$ cat config.mk
export PLATFORM = sky130hd
export DESIGN_NAME = button_pulse_conditioner
export DESIGN_NICKNAME = d
export VERILOG_FILES = /design/src/rtl/btn_pkg.sv /design/src/rtl/sync_2ff.sv /design/src/rtl/button_pulse_conditioner.sv
export SDC_FILE = /design/constraint.sdc
export NUM_CORES = 1
export LEC_CHECK = 0
export ABC_AREA = 1
export BUFFER_PORTS_ARGS = -buffer_cell sky130_fd_sc_hd__clkbuf_2
export CAP_MARGIN = 20
export CORE_UTILIZATION = 59
export DETAILED_ROUTE_END_ITERATION = 16
export PLACE_DENSITY = 0.77
export SLEW_MARGIN = 0
export SYNTH_ARGS = -nofsm -noshare
export SYNTH_HDL_FRONTEND = slang
export SYNTH_SLANG_ARGS = --single-unit
$ cat constraint.sdc
create_clock -name clk -period 1.8 [get_ports clk]
set_input_delay 0.27 -clock clk [delete_from_list [all_inputs] [get_ports clk]]
set_output_delay 0.27 -clock clk [all_outputs]
set_load 0.02 [all_outputs]
$ cat src/rtl/btn_pkg.sv
// Shared types and defaults for the push-button conditioning blocks.
package btn_pkg;

  typedef enum logic [1:0] {
    IDLE,
    PRESS_WAIT,
    PRESSED,
    RELEASE_WAIT
  } btn_state_t;

  localparam int DEF_DEBOUNCE_CYCLES = 50_000;

  // Bits needed to hold 0..n-1, never less than one.
  function automatic int cnt_width(input int n);
    return (n <= 2) ? 1 : $clog2(n);
  endfunction

endpackage

$ cat src/rtl/sync_2ff.sv
// Two-flop synchronizer for a single asynchronous input; RST_VAL sets the
// level both flops take during reset.
module sync_2ff #(
  parameter logic RST_VAL = 1'b0
) (
  input  logic clk,
  input  logic rst,
  input  logic d,
  output logic q
);

  logic meta;

  // NOTE: sequential state uses non-blocking assignments so both flops sample
  // their inputs from the same edge and the chain really is two stages deep.
  always_ff @(posedge clk or posedge rst) begin
    if (rst) begin
      meta <= RST_VAL;
      q    <= RST_VAL;
    end else begin
      meta <= d;
      q    <= meta;
    end
  end

endmodule

$ cat src/rtl/button_pulse_conditioner.sv
// Debounces a raw push-button into a clean level plus one-cycle press/release
// strobes. Define BTN_AUTOREPEAT_EN to add held-button auto-repeat strobes.
module button_pulse_conditioner
  import btn_pkg::*;
#(
  parameter int DEBOUNCE_CYCLES = DEF_DEBOUNCE_CYCLES,
  parameter int BTN_ACTIVE_LOW  = 1,
  parameter int REPEAT_DELAY    = 25_000_000,
  parameter int REPEAT_PERIOD   = 5_000_000
) (
  input  logic clk,
  input  logic rst,
  input  logic btn_raw,
  output logic btn_level,
  output logic press_pulse,
  output logic release_pulse
);

  localparam int             CW       = cnt_width(DEBOUNCE_CYCLES);
  localparam logic [CW-1:0]  CNT_LAST = CW'(DEBOUNCE_CYCLES - 1);
  localparam logic           IDLE_RAW = (BTN_ACTIVE_LOW != 0);

  if (DEBOUNCE_CYCLES < 2 || REPEAT_DELAY < 1 || REPEAT_PERIOD < 1) begin : g_bad_param
    $error("button_pulse_conditioner: DEBOUNCE_CYCLES >= 2 and repeat timings >= 1 required");
  end

  logic raw_sync;
  logic act;

  sync_2ff #(.RST_VAL(IDLE_RAW)) u_sync (
    .clk (clk),
    .rst (rst),
    .d   (btn_raw),
    .q   (raw_sync)
  );

  assign act = raw_sync ^ IDLE_RAW;

  btn_state_t    state, state_next;
  logic [CW-1:0] cnt, cnt_next;
  logic          press_next, release_next;
  logic          rep_fire;

  // NOTE: every output of this block gets a default first, so no path can
  // leave a value unassigned and infer a latch.
  always_comb begin
    state_next   = state;
    cnt_next     = cnt;
    press_next   = 1'b0;
    release_next = 1'b0;
    unique case (state)
      IDLE: begin
        if (act) begin
          state_next = PRESS_WAIT;
          cnt_next   = '0;
        end
      end
      PRESS_WAIT: begin
        if (!act) begin
          state_next = IDLE;
          cnt_next   = '0;
        end else if (cnt == CNT_LAST) begin
          state_next = PRESSED;
          cnt_next   = '0;
          press_next = 1'b1;
        end else begin
          cnt_next = cnt + 1'b1;
        end
      end
      PRESSED: begin
        if (!act) begin
          state_next = RELEASE_WAIT;
          cnt_next   = '0;
        end
      end
      RELEASE_WAIT: begin
        if (act) begin
          state_next = PRESSED;
          cnt_next   = '0;
        end else if (cnt == CNT_LAST) begin
          state_next   = IDLE;
          cnt_next     = '0;
          release_next = 1'b1;
        end else begin
          cnt_next = cnt + 1'b1;
        end
      end
      default: begin
        state_next = IDLE;
        cnt_next   = '0;
      end
    endcase
  end

`ifdef BTN_AUTOREPEAT_EN
  localparam int             RCW       = cnt_width((REPEAT_DELAY > REPEAT_PERIOD) ?
                                                   REPEAT_DELAY : REPEAT_PERIOD);
  localparam logic [RCW-1:0] DELAY_LAST  = RCW'(REPEAT_DELAY - 1);
  localparam logic [RCW-1:0] PERIOD_LAST = RCW'(REPEAT_PERIOD - 1);

  logic [RCW-1:0] rep_cnt, rep_cnt_next;
  logic           repeating, repeating_next;

  // The first strobe waits REPEAT_DELAY; once repeating, each waits REPEAT_PERIOD.
  always_comb begin
    rep_cnt_next   = '0;
    repeating_next = 1'b0;
    rep_fire       = 1'b0;
    if (state == PRESSED && act) begin
      repeating_next = repeating;
      if (rep_cnt == (repeating ? PERIOD_LAST : DELAY_LAST)) begin
        rep_fire       = 1'b1;
        repeating_next = 1'b1;
      end else begin
        rep_cnt_next = rep_cnt + 1'b1;
      end
    end
  end

  always_ff @(posedge clk or posedge rst) begin
    if (rst) begin
      rep_cnt   <= '0;
      repeating <= 1'b0;
    end else begin
      rep_cnt   <= rep_cnt_next;
      repeating <= repeating_next;
    end
  end
`else
  assign rep_fire = 1'b0;
`endif

  always_ff @(posedge clk or posedge rst) begin
    if (rst) begin
      state         <= IDLE;
      cnt           <= '0;
      btn_level     <= 1'b0;
      press_pulse   <= 1'b0;
      release_pulse <= 1'b0;
    end else begin
      state         <= state_next;
      cnt           <= cnt_next;
      btn_level     <= (state_next == PRESSED) || (state_next == RELEASE_WAIT);
      press_pulse   <= press_next | rep_fire;
      release_pulse <= release_next;
    end
  end

endmodule
==> out/results.tsv <==
stage	metric	value	unit
clock_tree	postCtsSetupRepairBufs	0	
timing	setup_viol	0	
place	dpl_cell_area	1300	µm²
setup_path	r2r_start	cnt[0]	
setup_path	rr_endpoint	cnt[12]	
place	dp_hpwl	1730	µm
hold_path	hp-start	u_sync.meta	
layout	num_antenna_cells	0	
layout	regArea	578	µm²
place	routabilityCongestion	0.884	
setup_path	path_class	reg2reg	
pwr	power_switching	0.198	mW
floorplan	core.rowCount	16	
synthesis	syn_area	1240	µm²
setup_path	cp_slowest_cell	dfrtp_1	
setup_path	crit_buf_inv	0	
timing	fin_crit_sh	79.6	%
clock_tree	clk_latency	0.32	ns
synthesis	synth_area_per_cell	7.88	µm²
synthesis	ys_seq_area_share	46.4	%
pwr	ir_drop	591	µV
layout	multi_input_area	571	µm²
setup_path	cp_max_fo	5	
clock_tree	cts_tree	built	
synthesis	yosysTopAreaCellShare	42.2	%
place	port-buffer-count	5	
setup_path	worstRegToRegCells	7	
global_route	grt_max_degree	24	
clock_tree	cts_buffers	3	
detailed_routing	wire_per_inst	11.6	µm
synthesis	netlist_instances	158	
setup_path	path_cells	ha_1 -> nand2_1 -> nor2_4 -> nand2_1 -> o21ai_1 -> nand2_1 -> nor2_1	
synthesis	ys.flop_type	dfrtp_1	
pwr	p_per_area	612	nW/µm²
clock_tree	cts.sinks	23	
synthesis	yosys_warnings	0	
outcome	outcome	completed	
pwr	p_leak	0.661	nW
detailed_routing	firstDrtPassIters	4	
synthesis	synth.distinct_cells	24	
synthesis	postSynthNetCount	162	
timing	fin_tns_setup	0	ns
floorplan	io_pins	6	
clock_tree	cts_resized	0	
synthesis	async_flop_share	100	%
detailed_routing	drc	0	
setup_path	crit_path_end_kind	flop	
global_route	antenna_found_initial	0	
timing	fin_crit	1.43	ns
synthesis	synth_common_cells	42 x nand2_1, 28 x nor2_1, 21 x dfrtp_1, 21 x inv_1, 9 x nand3_1	
global_route	gr-total-overflow	0	
floorplan	die_w	47.9	µm
detailed_routing	routed_wl	2260	µm
timing	rsz0062_at_grt	false	
layout	fin_area	1350	µm²
floorplan	die_area	2300	µm²
global_route	grt_pass1_vias	914	
setup_path	start_kind	flop	
timing	maxClockFrequency	0.698	GHz
layout	fill_cells	166	
detailed_routing	ant_nets	0	
setup_path	slowest_delay	0.42	ns
detailed_routing	drt_iter0_drc	25	
floorplan	die_y	47.9	µm
pwr	p_seq_share	64.4	%
setup_path	critPathTopFamily	simple AND/OR/NAND/NOR gates	
synthesis	yosysMostFrequentCell	nand2_1	
clock_tree	clockBufferDepth	2	
synthesis	yosysTopAreaCell	dfrtp_1	
timing	hold_viol_final	0	
flow_run	cap_violations	0	
setup_path	critPathMostFrequentCell	nand2_1	
pwr	swShare	23.9	%
timing	finClkSkew	0.0135	ns
timing	drv_slew	0	
timing	relSlewSlack	80.1	%
global_route	grt_pass1_wl	3730	µm
global_route	grt_use_total	23.9	%
hold_path	hold_path.class	reg2reg	
hold_path	min_to	u_sync.q	
pwr	internal-power	0.629	mW
clock_tree	clock-root-buffer	clkbuf_4	
clock_tree	clk_pin_slew	0.13	ns
synthesis	ys_ff_latch	23	
layout	drive_gt1_share	16.0	%
floorplan	start_util	62.8	%
synthesis	synth.area.top_cells	dfrtp_1 42%, nand2_1 13%, nor2_1 8.4%	
clock_tree	cts_max_level	1	
layout	nets	174	
pwr	pwr-share-clk	28.9	%
synthesis	synth_edf_count	0	
clock_tree	hold_buffers	1	
layout	area_growth	8.44	%
detailed_routing	vias_per_cell	5.07	
setup_path	worstPathArrival	1.68	ns
detailed_routing	vias	993	
setup_path	r2r_setup_slack	0.37	ns
pwr	pwr-share-comb	6.8	%
hold_path	min_path_cells	0	
setup_path	cp.required	2.05	ns
floorplan	coreArea	1980	µm²
timing	worstMarginPinSlew	0.297	ns
-- worst max-delay path by stage --
stage / start / endpoint / slack, ns / depth (start not counted)
after floorplan: u_sync.q / cnt[2] / 0.53 / 7
after global placement: cnt[0] / cnt[4] / 0.44 / 8
after CTS: cnt[0] / cnt[12] / 0.37 / 7
after global routing: cnt[0] / state[1] / 0.21 / 8
after detailed placement: cnt[0] / cnt[4] / 0.38 / 8
final: cnt[0] / cnt[12] / 0.37 / 7
-- layout make-up --
class,instances,area share [%]
clock inverter,1,0.556
clock buffer,3,1.67
timing repair buffer,8,3.89
multi-input combinational,112,42.3
inverter,22,6.30
sequential,23,42.8
tap,27,2.50
-- cells in the final DEF, fill, tap and decap left out, drive strengths merged, types with 3 or more instances in the layout --
| cell type | n |
|---|---|
| nor3 | 3 |
| o21ai | 3 |
| nor2 | 33 |
| inv | 22 |
| xor2 | 5 |
| dfrtp | 21 |
| clkbuf | 8 |
| nand2 | 48 |
| nand4 | 3 |
| nand3 | 10 |
-- metrics by stage --
step | setup slack, ns | util (%) | hold slack [ns] | std cells | power (mW)
finish | 0.368 | 68.1 | 0.371 | 196 | 0.827
CTS | 0.370 | 67.6 | 0.00496 | 195 | 0.839
detailed placement | 0.381 | 65.6 | 0.313 | 190 | 0.596
global route | 0.214 | 68.1 | 0.373 | 196 | 0.864
global placement | 0.440 | 65.6 | 0.297 | 190 | 0.591
floorplan | 0.526 | - | 0.270 | 158 | 0.581
-- routing by layer --
metal	GRT usage (%)	wire length [µm]
met4	5.00	22
met1	29.8	1040
met3	6.79	77
met2	41.1	1120
met5	0	0
-- sequential cells by signal (all words and copies together) (netlist names) --
register       flops
state              2
release_pulse      1
u_sync.meta        1
btn_level          1
press_pulse        1
cnt               16
u_sync.q           1
-- cell families (layout without fill, tap and decap cells) --
group / Yosys count / count (layout) / share of synthesized area, %
buf+inv: 23 / 34 / 7.74
simple gates: 99 / 99 / 38.0
fa+ha+maj: 1 / 1 / 1.00
xor+xnor: 5 / 5 / 3.52
flops: 23 / 23 / 46.4
compound gates: 7 / 7 / 3.32
-- power groups by stage --
stage               logic [mW]  registers [mW]  clock network [mW]
floorplan               0.0421           0.539                   0
global placement        0.0509           0.540                   0
detailed placement      0.0539           0.542                   0
CTS                     0.0559           0.532               0.251
global route            0.0635           0.533               0.267
finish                  0.0562           0.532               0.239
Power figures use the tool's default switching activity.
